==> config.mk <==
export PLATFORM = sky130hd
export DESIGN_NAME = alu_cmd_seq
export DESIGN_NICKNAME = d
export VERILOG_FILES = /design/src/rtl/alu_cmd_seq.sv
export SDC_FILE = /design/constraint.sdc
export NUM_CORES = 1
export LEC_CHECK = 0
export ABC_CLOCK_PERIOD_IN_PS = 1500
export BUFFER_PORTS_ARGS = -buffer_cell sky130_fd_sc_hd__buf_2
export CAP_MARGIN = 10
export CORE_ASPECT_RATIO = 1.25
export CORE_MARGIN = 4
export CORE_UTILIZATION = 30
export DETAILED_ROUTE_END_ITERATION = 12
export GPL_TIMING_DRIVEN = 0
export PLACE_DENSITY_LB_ADDON = 0.15
export SKIP_LAST_GASP = 1
export SYNTH_ARGS = -nofsm -noshare
export SYNTH_HDL_FRONTEND = slang
export SYNTH_SLANG_ARGS = --single-unit
==> constraint.sdc <==
create_clock -name CLK -period 1.5 [get_ports CLK]
set_input_delay 0.075 -clock CLK [delete_from_list [all_inputs] [get_ports CLK]]
set_output_delay 0.075 -clock CLK [all_outputs]
set_load 0.1 [all_outputs]
==> src/rtl/alu_cmd_seq.sv <==
// alu_cmd_seq: receives CMD/A/B/FUN byte frames, drives one ALU operation and forwards the result byte to the transmitter.
// Optional build macro ALU_DIV0_CHK_EN: reject divide (code 3) frames whose B operand is zero.
module alu_cmd_seq #(
    parameter int DATA_WIDTH = 8,
    parameter int FUN_WIDTH = 4,
    parameter logic [DATA_WIDTH-1:0] CMD_BYTE = 8'hCC,
    parameter int TIMEOUT_CYC = 255
) (
    input  logic                  CLK,
    input  logic                  RST,
    input  logic [DATA_WIDTH-1:0] RX_P_DATA,
    input  logic                  RX_D_VLD,
    output logic [DATA_WIDTH-1:0] ALU_A,
    output logic [DATA_WIDTH-1:0] ALU_B,
    output logic [FUN_WIDTH-1:0]  ALU_FUN,
    output logic                  ALU_EN,
    input  logic [DATA_WIDTH-1:0] ALU_OUT,
    input  logic                  ALU_OUT_VLD,
    output logic [DATA_WIDTH-1:0] TX_P_DATA,
    output logic                  TX_D_VLD,
    input  logic                  TX_BUSY,
    output logic                  BUSY,
    output logic                  ERR
);
    localparam int CW = $clog2(TIMEOUT_CYC + 1);
    localparam logic [CW-1:0] TMAX = CW'(TIMEOUT_CYC);
    localparam logic [CW-1:0] TLAST = CW'(TIMEOUT_CYC - 1);

    typedef enum logic [2:0] {IDLE, GET_A, GET_B, GET_FUN, EXEC, WAIT_RES, SEND} state_t;

    state_t                  state_q;
    logic [DATA_WIDTH-1:0]   alu_a_q, alu_b_q, tx_data_q;
    logic [FUN_WIDTH-1:0]    alu_fun_q;
    logic                    alu_en_q, tx_vld_q, err_q;
    logic [CW-1:0]           cnt_q;
    logic                    fun_ok, div0;

    // a code is legal only when the whole byte is at most 0x0E (upper bits zero)
    assign fun_ok = RX_P_DATA <= DATA_WIDTH'(14);
`ifdef ALU_DIV0_CHK_EN
    assign div0 = (RX_P_DATA == DATA_WIDTH'(3)) && (alu_b_q == '0);
`else
    assign div0 = 1'b0;
`endif

    // frame sequencer: byte collection with inter-byte timeout, ALU handshake and transmit hand-off
    always_ff @(posedge CLK) begin
        if (RST) begin
            state_q   <= IDLE;
            alu_a_q   <= '0;
            alu_b_q   <= '0;
            alu_fun_q <= '0;
            alu_en_q  <= 1'b0;
            tx_data_q <= '0;
            tx_vld_q  <= 1'b0;
            err_q     <= 1'b0;
            cnt_q     <= '0;
        end else begin
            alu_en_q <= 1'b0;
            tx_vld_q <= 1'b0;
            err_q    <= 1'b0;
            case (state_q)
                IDLE: begin
                    if (RX_D_VLD && RX_P_DATA == CMD_BYTE) begin
                        state_q <= GET_A;
                        cnt_q   <= '0;
                    end else if (RX_D_VLD) begin
                        err_q <= 1'b1;
                    end
                end
                GET_A, GET_B, GET_FUN: begin
                    if (RX_D_VLD) begin
                        cnt_q <= '0;
                        if (state_q == GET_A) begin
                            alu_a_q <= RX_P_DATA;
                            state_q <= GET_B;
                        end else if (state_q == GET_B) begin
                            alu_b_q <= RX_P_DATA;
                            state_q <= GET_FUN;
                        end else if (fun_ok && !div0) begin
                            alu_fun_q <= RX_P_DATA[FUN_WIDTH-1:0];
                            alu_en_q  <= 1'b1;
                            state_q   <= EXEC;
                        end else begin
                            err_q   <= 1'b1;
                            state_q <= IDLE;
                        end
                    end else if (cnt_q >= TLAST) begin
                        err_q   <= 1'b1;
                        cnt_q   <= '0;
                        state_q <= IDLE;
                    end else begin
                        cnt_q <= (cnt_q == TMAX) ? cnt_q : cnt_q + 1'b1;
                    end
                end
                EXEC: state_q <= WAIT_RES;
                WAIT_RES: begin
                    if (ALU_OUT_VLD) begin
                        tx_data_q <= ALU_OUT;
                        state_q   <= SEND;
                    end
                end
                SEND: begin
                    if (!TX_BUSY) begin
                        tx_vld_q <= 1'b1;
                        state_q  <= IDLE;
                    end
                end
                default: state_q <= IDLE;
            endcase
        end
    end

    assign ALU_A     = alu_a_q;
    assign ALU_B     = alu_b_q;
    assign ALU_FUN   = alu_fun_q;
    assign ALU_EN    = alu_en_q;
    assign TX_P_DATA = tx_data_q;
    assign TX_D_VLD  = tx_vld_q;
    assign ERR       = err_q;
    assign BUSY      = state_q != IDLE;
endmodule

# Word-level counts from Yosys, hierarchy flattened
# Cells that the tools add are included.
dict set report word_totals {
  ff_bits 42
  wordCells 67
  output_inout_bits 32
  inputBits 21
}
dict set report classes {
  add_sub_neg 1
  mux 24
  eq_ne 13
  bitwise_logic 5
  n_reduce_logical 13
  order_cmp 2
}
# op n
set ops {}
lappend ops {{8-bit 2-to-1 mux} 4}
lappend ops {{3-bit 2-to-1 mux} 8}
lappend ops {{8-bit == test, second input constant} 2}
lappend ops {{8-bit case mux with 2 select lines} 1}
lappend ops {{3-bit case mux with 5 select lines} 1}
lappend ops {{3-bit == test, second input constant} 3}
lappend ops {{1-bit 2-to-1 mux} 9}
lappend ops {{8-bit by 1-bit adder with 8-bit output, second input constant} 1}
lappend ops {{8-bit greater-or-equal comparator, second input constant} 1}
lappend ops {{8-bit by 4-bit less-or-equal comparator with 1-bit output, second input constant} 1}
lappend ops {{4-bit AND reduction} 2}
lappend ops {{3-bit by 2-bit == test with 1-bit output, second input constant} 2}
lappend ops {{2-bit inequality test, second input constant} 3}
lappend ops {{3-bit AND reduction} 2}
lappend ops {{1-bit inverter} 5}
lappend ops {{5-bit AND reduction} 1}
lappend ops {{5-bit OR reduction} 1}
lappend ops {{4-bit inequality test, second input constant} 1}
lappend ops {{3-bit by 1-bit == test with 1-bit output, second input constant} 1}
lappend ops {{3-bit zero test} 1}
lappend ops {{3-bit inequality test, second input constant} 1}
lappend ops {{3-bit nonzero test} 1}
lappend ops {{3-bit OR reduction} 1}
lappend ops {{1-bit case mux with 2 select lines} 1}
lappend ops {{other kinds (4)} 4}

# Depth between registers and ports, before layout
dict set report depth {
  ltp_word 6
  ltp_mapped 6
  mapped_depth_nobuf 6
}

# Worst setup path before layout
# Ideal clock, no wire load.
dict set report synth_path {
  kind {register -> register}
  start {reg state_q[2]}
  end {reg state_q[1]}
  required_ns 1.378
  arrival_ns 1.843
  n_path_buf 0
  period_less_slack_ns 1.966
  setup_ns 0.122
  stages_incl_launch_ff 5
  path_slack_ns -0.466
  cell_sequence {dfxtp_1 > or3_1 > o21bai_1 > and4b_1 > a311o_1}
}
dict set report synth_via {
  elab_chain_len 5
  word_cells_on_any_way 17
  classes_between {10 x eq/ne; 4 x mux; 3 x reduce/logical}
}
# item line_no
set synth_lines {}
lappend synth_lines {{start, declared} 31} ;# state_t state_q;
lappend synth_lines {{start signal, assigned} 49} ;# state_q <= IDLE;
lappend synth_lines {{start signal, assigned} 65} ;# state_q <= GET_A;
lappend synth_lines {{start signal, assigned} 76} ;# state_q <= GET_B;
lappend synth_lines {{3-bit by 2-bit == test with 1-bit output} {62, 77}}
lappend synth_lines {{3-bit 2-to-1 mux} 77} ;# end else if (state_q == GET_B) begin
lappend synth_lines {{3-bit 2-to-1 mux} 74} ;# if (state_q == GET_A) begin
lappend synth_lines {{3-bit 2-to-1 mux} 72} ;# if (RX_D_VLD) begin
lappend synth_lines {{3-bit case mux with 5 select lines} 62} ;# case (state_q)
# Several ways; a longest one is shown, not always the timed one.
# A chain may end at the register's enable or synchronous reset.

# Worst setup path in the final report
dict set report layout_path {
  start {reg cnt_q[0]}
  end {reg cnt_q[6]}
}
dict set report layout_via {
  elab_chain_len 5
  word_cells_on_any_way 9
  classes_between {1 x add/sub; 1 x order compare; 2 x eq/ne; 4 x mux; 1 x reduce/logical}
}
# item line_no
set layout_lines {}
lappend layout_lines {{start, declared} 35} ;# logic [CW-1:0] cnt_q;
lappend layout_lines {{start signal, assigned} 93} ;# cnt_q <= (cnt_q == TMAX) ? cnt_q : cnt_q + 1'b1;
lappend layout_lines {{8-bit by 1-bit adder with 8-bit output} 93}
lappend layout_lines {{8-bit 2-to-1 mux} 93}
lappend layout_lines {{8-bit 2-to-1 mux} 88} ;# end else if (cnt_q >= TLAST) begin
lappend layout_lines {{8-bit 2-to-1 mux} 72}
lappend layout_lines {{8-bit case mux with 2 select lines} 62}
# Several ways; a longest one is shown, not always the timed one. The select of a mux whose other input is x is not followed.

==> qor.csv <==
metric,value,unit
1st-iter DRT viols,69,
fin crit share,100,%
Post-DP Area,2260,sq um
min Tclk post-route,1.50,ns
startpoint types,register,
outcome,"complete, but fails checks",
ant diodes,0,
WL met3,201,um
layout net count,325,
PwrDens,828,nW/um^2
Max Root-Sink Buffers,2,
RePlAce Congestion,0.807,
crit end category,register,
Synth area leaders,"dfxtp_1 45%, nand2_1 12%, a21oi_1 8.0%, nor2_1 3.4%, mux2i_1 3.2%",
critical-path cell list,"inv_2, ha_4, o211ai_1, buf_4, o211a_4, a41oi_1, a311oi_1",
Crit path max-delay family,compound AO/OA/AOI/OAI gates,
WP buf/inv,2,
die span in y,96.6,um
final core utilization,42.0,%
Final Hold Fails,0,
DRT Pass-1 Iters,4,
top-count cell post-synth,nand2_1,
share of layout cells above drive strength 1,32.7,%
H-tree depth,2,
initial antenna violation count,0,
"Net Count, Synth",255,
crit path max fanout,5,
P&R area growth vs syn,36.6,%
Ports,53,
Via density,4.85,
failing checks,negative setup slack,
Worst-path clk slew,0.08,ns
Hold WC Path Type,in -> reg,
CORE AREA,6130,sq um
first-pass GRT wire length,8.30,mm
Setup WS post-layout,-0.00244,ns
gr ovfl total,0,
DR WL met2,2.58,mm
CTS buffer count,5,
"Arr. time, crit path",1.70,ns
share of the synthesized area in the top cell type,44.7,%
Die Width,78.8,um
Routed Antenna Nets,0,
most common library cells after synthesis,"60 x nand2_1, 42 x dfxtp_1, 30 x a21oi_1, 17 x nor2_1, 6 x mux2i_1",
"slowest stage delay, CP",0.35,ns
Synth async-reset ratio,0,%
ys flop type,dfxtp_1,
Synth area leader,dfxtp_1,
vias,1882,
detailed placer's ending HPWL,3.76,mm
Max Cap Viol,0,
Initial Util,30.7,%
CP required,1.70,ns
Max Clock Skew,0.00850,ns
setup TNS,-0.00244,ns
Post-synth EDFFs,0,
hold_ws,0.00797,ns
Final setup violation count,1,
RSZ-0062 raised after global routing,yes,
Fmax,666,MHz
GRT Overall Usage,13.8,%
Synth warnings,0,
max layer used,met4,
Port Buffers,52,
Die Area,7610,sq um
CTS tree,done,
Residual DRC,0,
Worst Setup Path Type,reg -> reg,
Post-Synthesis Cells,232,
"Avg Cell Area, Syn",8.11,sq um
VDD IR max,0.516,mV
Yosys reg bits,42,
pin count of the biggest net entering global routing,14,
vias in the first global route,1798,
"Seq/Total Area, Yosys",44.7,%
Relative slew margins,64.2,%
CTS Sinks,42,
WL met1,2.39,mm
post-route cell area,2570,sq um
Mapped Area,1880,sq um
slew at the pin closest to its max-slew limit,0.537,ns
CTS Root Buffer Type,clkbuf_8,
WL per Instance,13.6,um
leakage power total,1.05,nW
Placement Rows,32,
critical path's slowest cell,dfxtp_2,
Cell variety after synth,45,
worst-skew pair later-pin latency,0.29,ns
Pins Over Slew Limit,0,
routed wire length,5.26,mm
## layout make-up
class / instances / area, sq um
Buffer: 7 / 32.5
Clock buffer: 6 / 72.6
Clock inverter: 2 / 37.5
Fill cell: 628 / 3560
Inverter: 5 / 18.8
Multi-Input combinational cell: 177 / 1100
Sequential cell: 42 / 850
Tap cell: 85 / 106
Timing Repair Buffer: 64 / 353
## stage by stage
| step | power (mW) | cells | worst slack (ns) |
|---|---|---|---|
| after detailed placement | 1.25 | 369 | -0.367 |
| after global routing | 2.20 | 388 | -0.110 |
| after CTS | 2.16 | 387 | -0.0206 |
| after global placement | 1.25 | 369 | -0.373 |
| after floorplan | 1.19 | 232 | -0.107 |
| final | 2.13 | 388 | -0.00244 |
## flip-flops by register name (all words and copies together) (netlist names)
signal	flops
ALU_A	8
ALU_B	8
ALU_EN	1
ALU_FUN	4
ERR	1
TX_D_VLD	1
TX_P_DATA	8
cnt_q	8
state_q	3
## worst reg2reg max path: stages (launching register included)
cell      delay (ns)
dfxtp_2         0.35
inv_2           0.05
ha_4            0.15
o211ai_1        0.15
buf_4           0.17
o211a_4         0.19
a41oi_1         0.11
a311oi_1        0.23
## cell families after synthesis
kind of cell,count (synthesis),share of synthesized area (%)
AO/OA/AOI/OAI,53,18.4
adder cells (fa/ha/maj),2,1.33
buffers and inverters,13,2.79
flip-flops,42,44.7
multiplexers,6,3.19
AND/OR/NAND/NOR,116,29.7
## cell usage in the layout, fill, tap and decap left out, types with 6 or more instances in the layout
cell type	count
a21oi_1	30
nor2_2	6
dfxtp_1	37
buf_2	54
mux2i_1	6
nor2_1	11
nand2_1	59
buf_4	12
## final timing paths
path	slack, ns	to	startpoint	depth (start not counted)
worst max-delay path	-0.002	cnt_q[6]$_SDFFE_PP0P_	cnt_q[0]$_SDFFE_PP0P_	7
worst min-delay path	0.008	TX_P_DATA[4]$_SDFFE_PP0P_	ALU_OUT[4]	3
worst max register to register	-0.002	cnt_q[6]$_SDFFE_PP0P_	cnt_q[0]$_SDFFE_PP0P_	7
worst min register to register	0.45	ALU_B[4]$_SDFFE_PP0P_	ALU_B[4]$_SDFFE_PP0P_	2
## metal layers
metal,vias to the layer above,GRT usage [%]
li1,956,-
met1,875,16.9
met3,8,2.88
met2,43,23.4
met5,-,0
met4,0,6.16
## timing repair
item                                    in CTS  in global routing
pin swaps                                   10                  4
resized for setup                           13                 15
buffers inserted                             9                  2
endpoints found under the hold margin        1                  0
endpoints found under the setup margin      22                 31
hold buffers                                 1                  0
## power by group
group,leakage (nW),internal [mW],switching [mW]
sequential,0.341,1.11,0.000753
combinational,0.657,0.0385,0.0804
clock,0.0514,0.497,0.396
total,1.05,1.65,0.478
(Power assumes the default switching activity.)
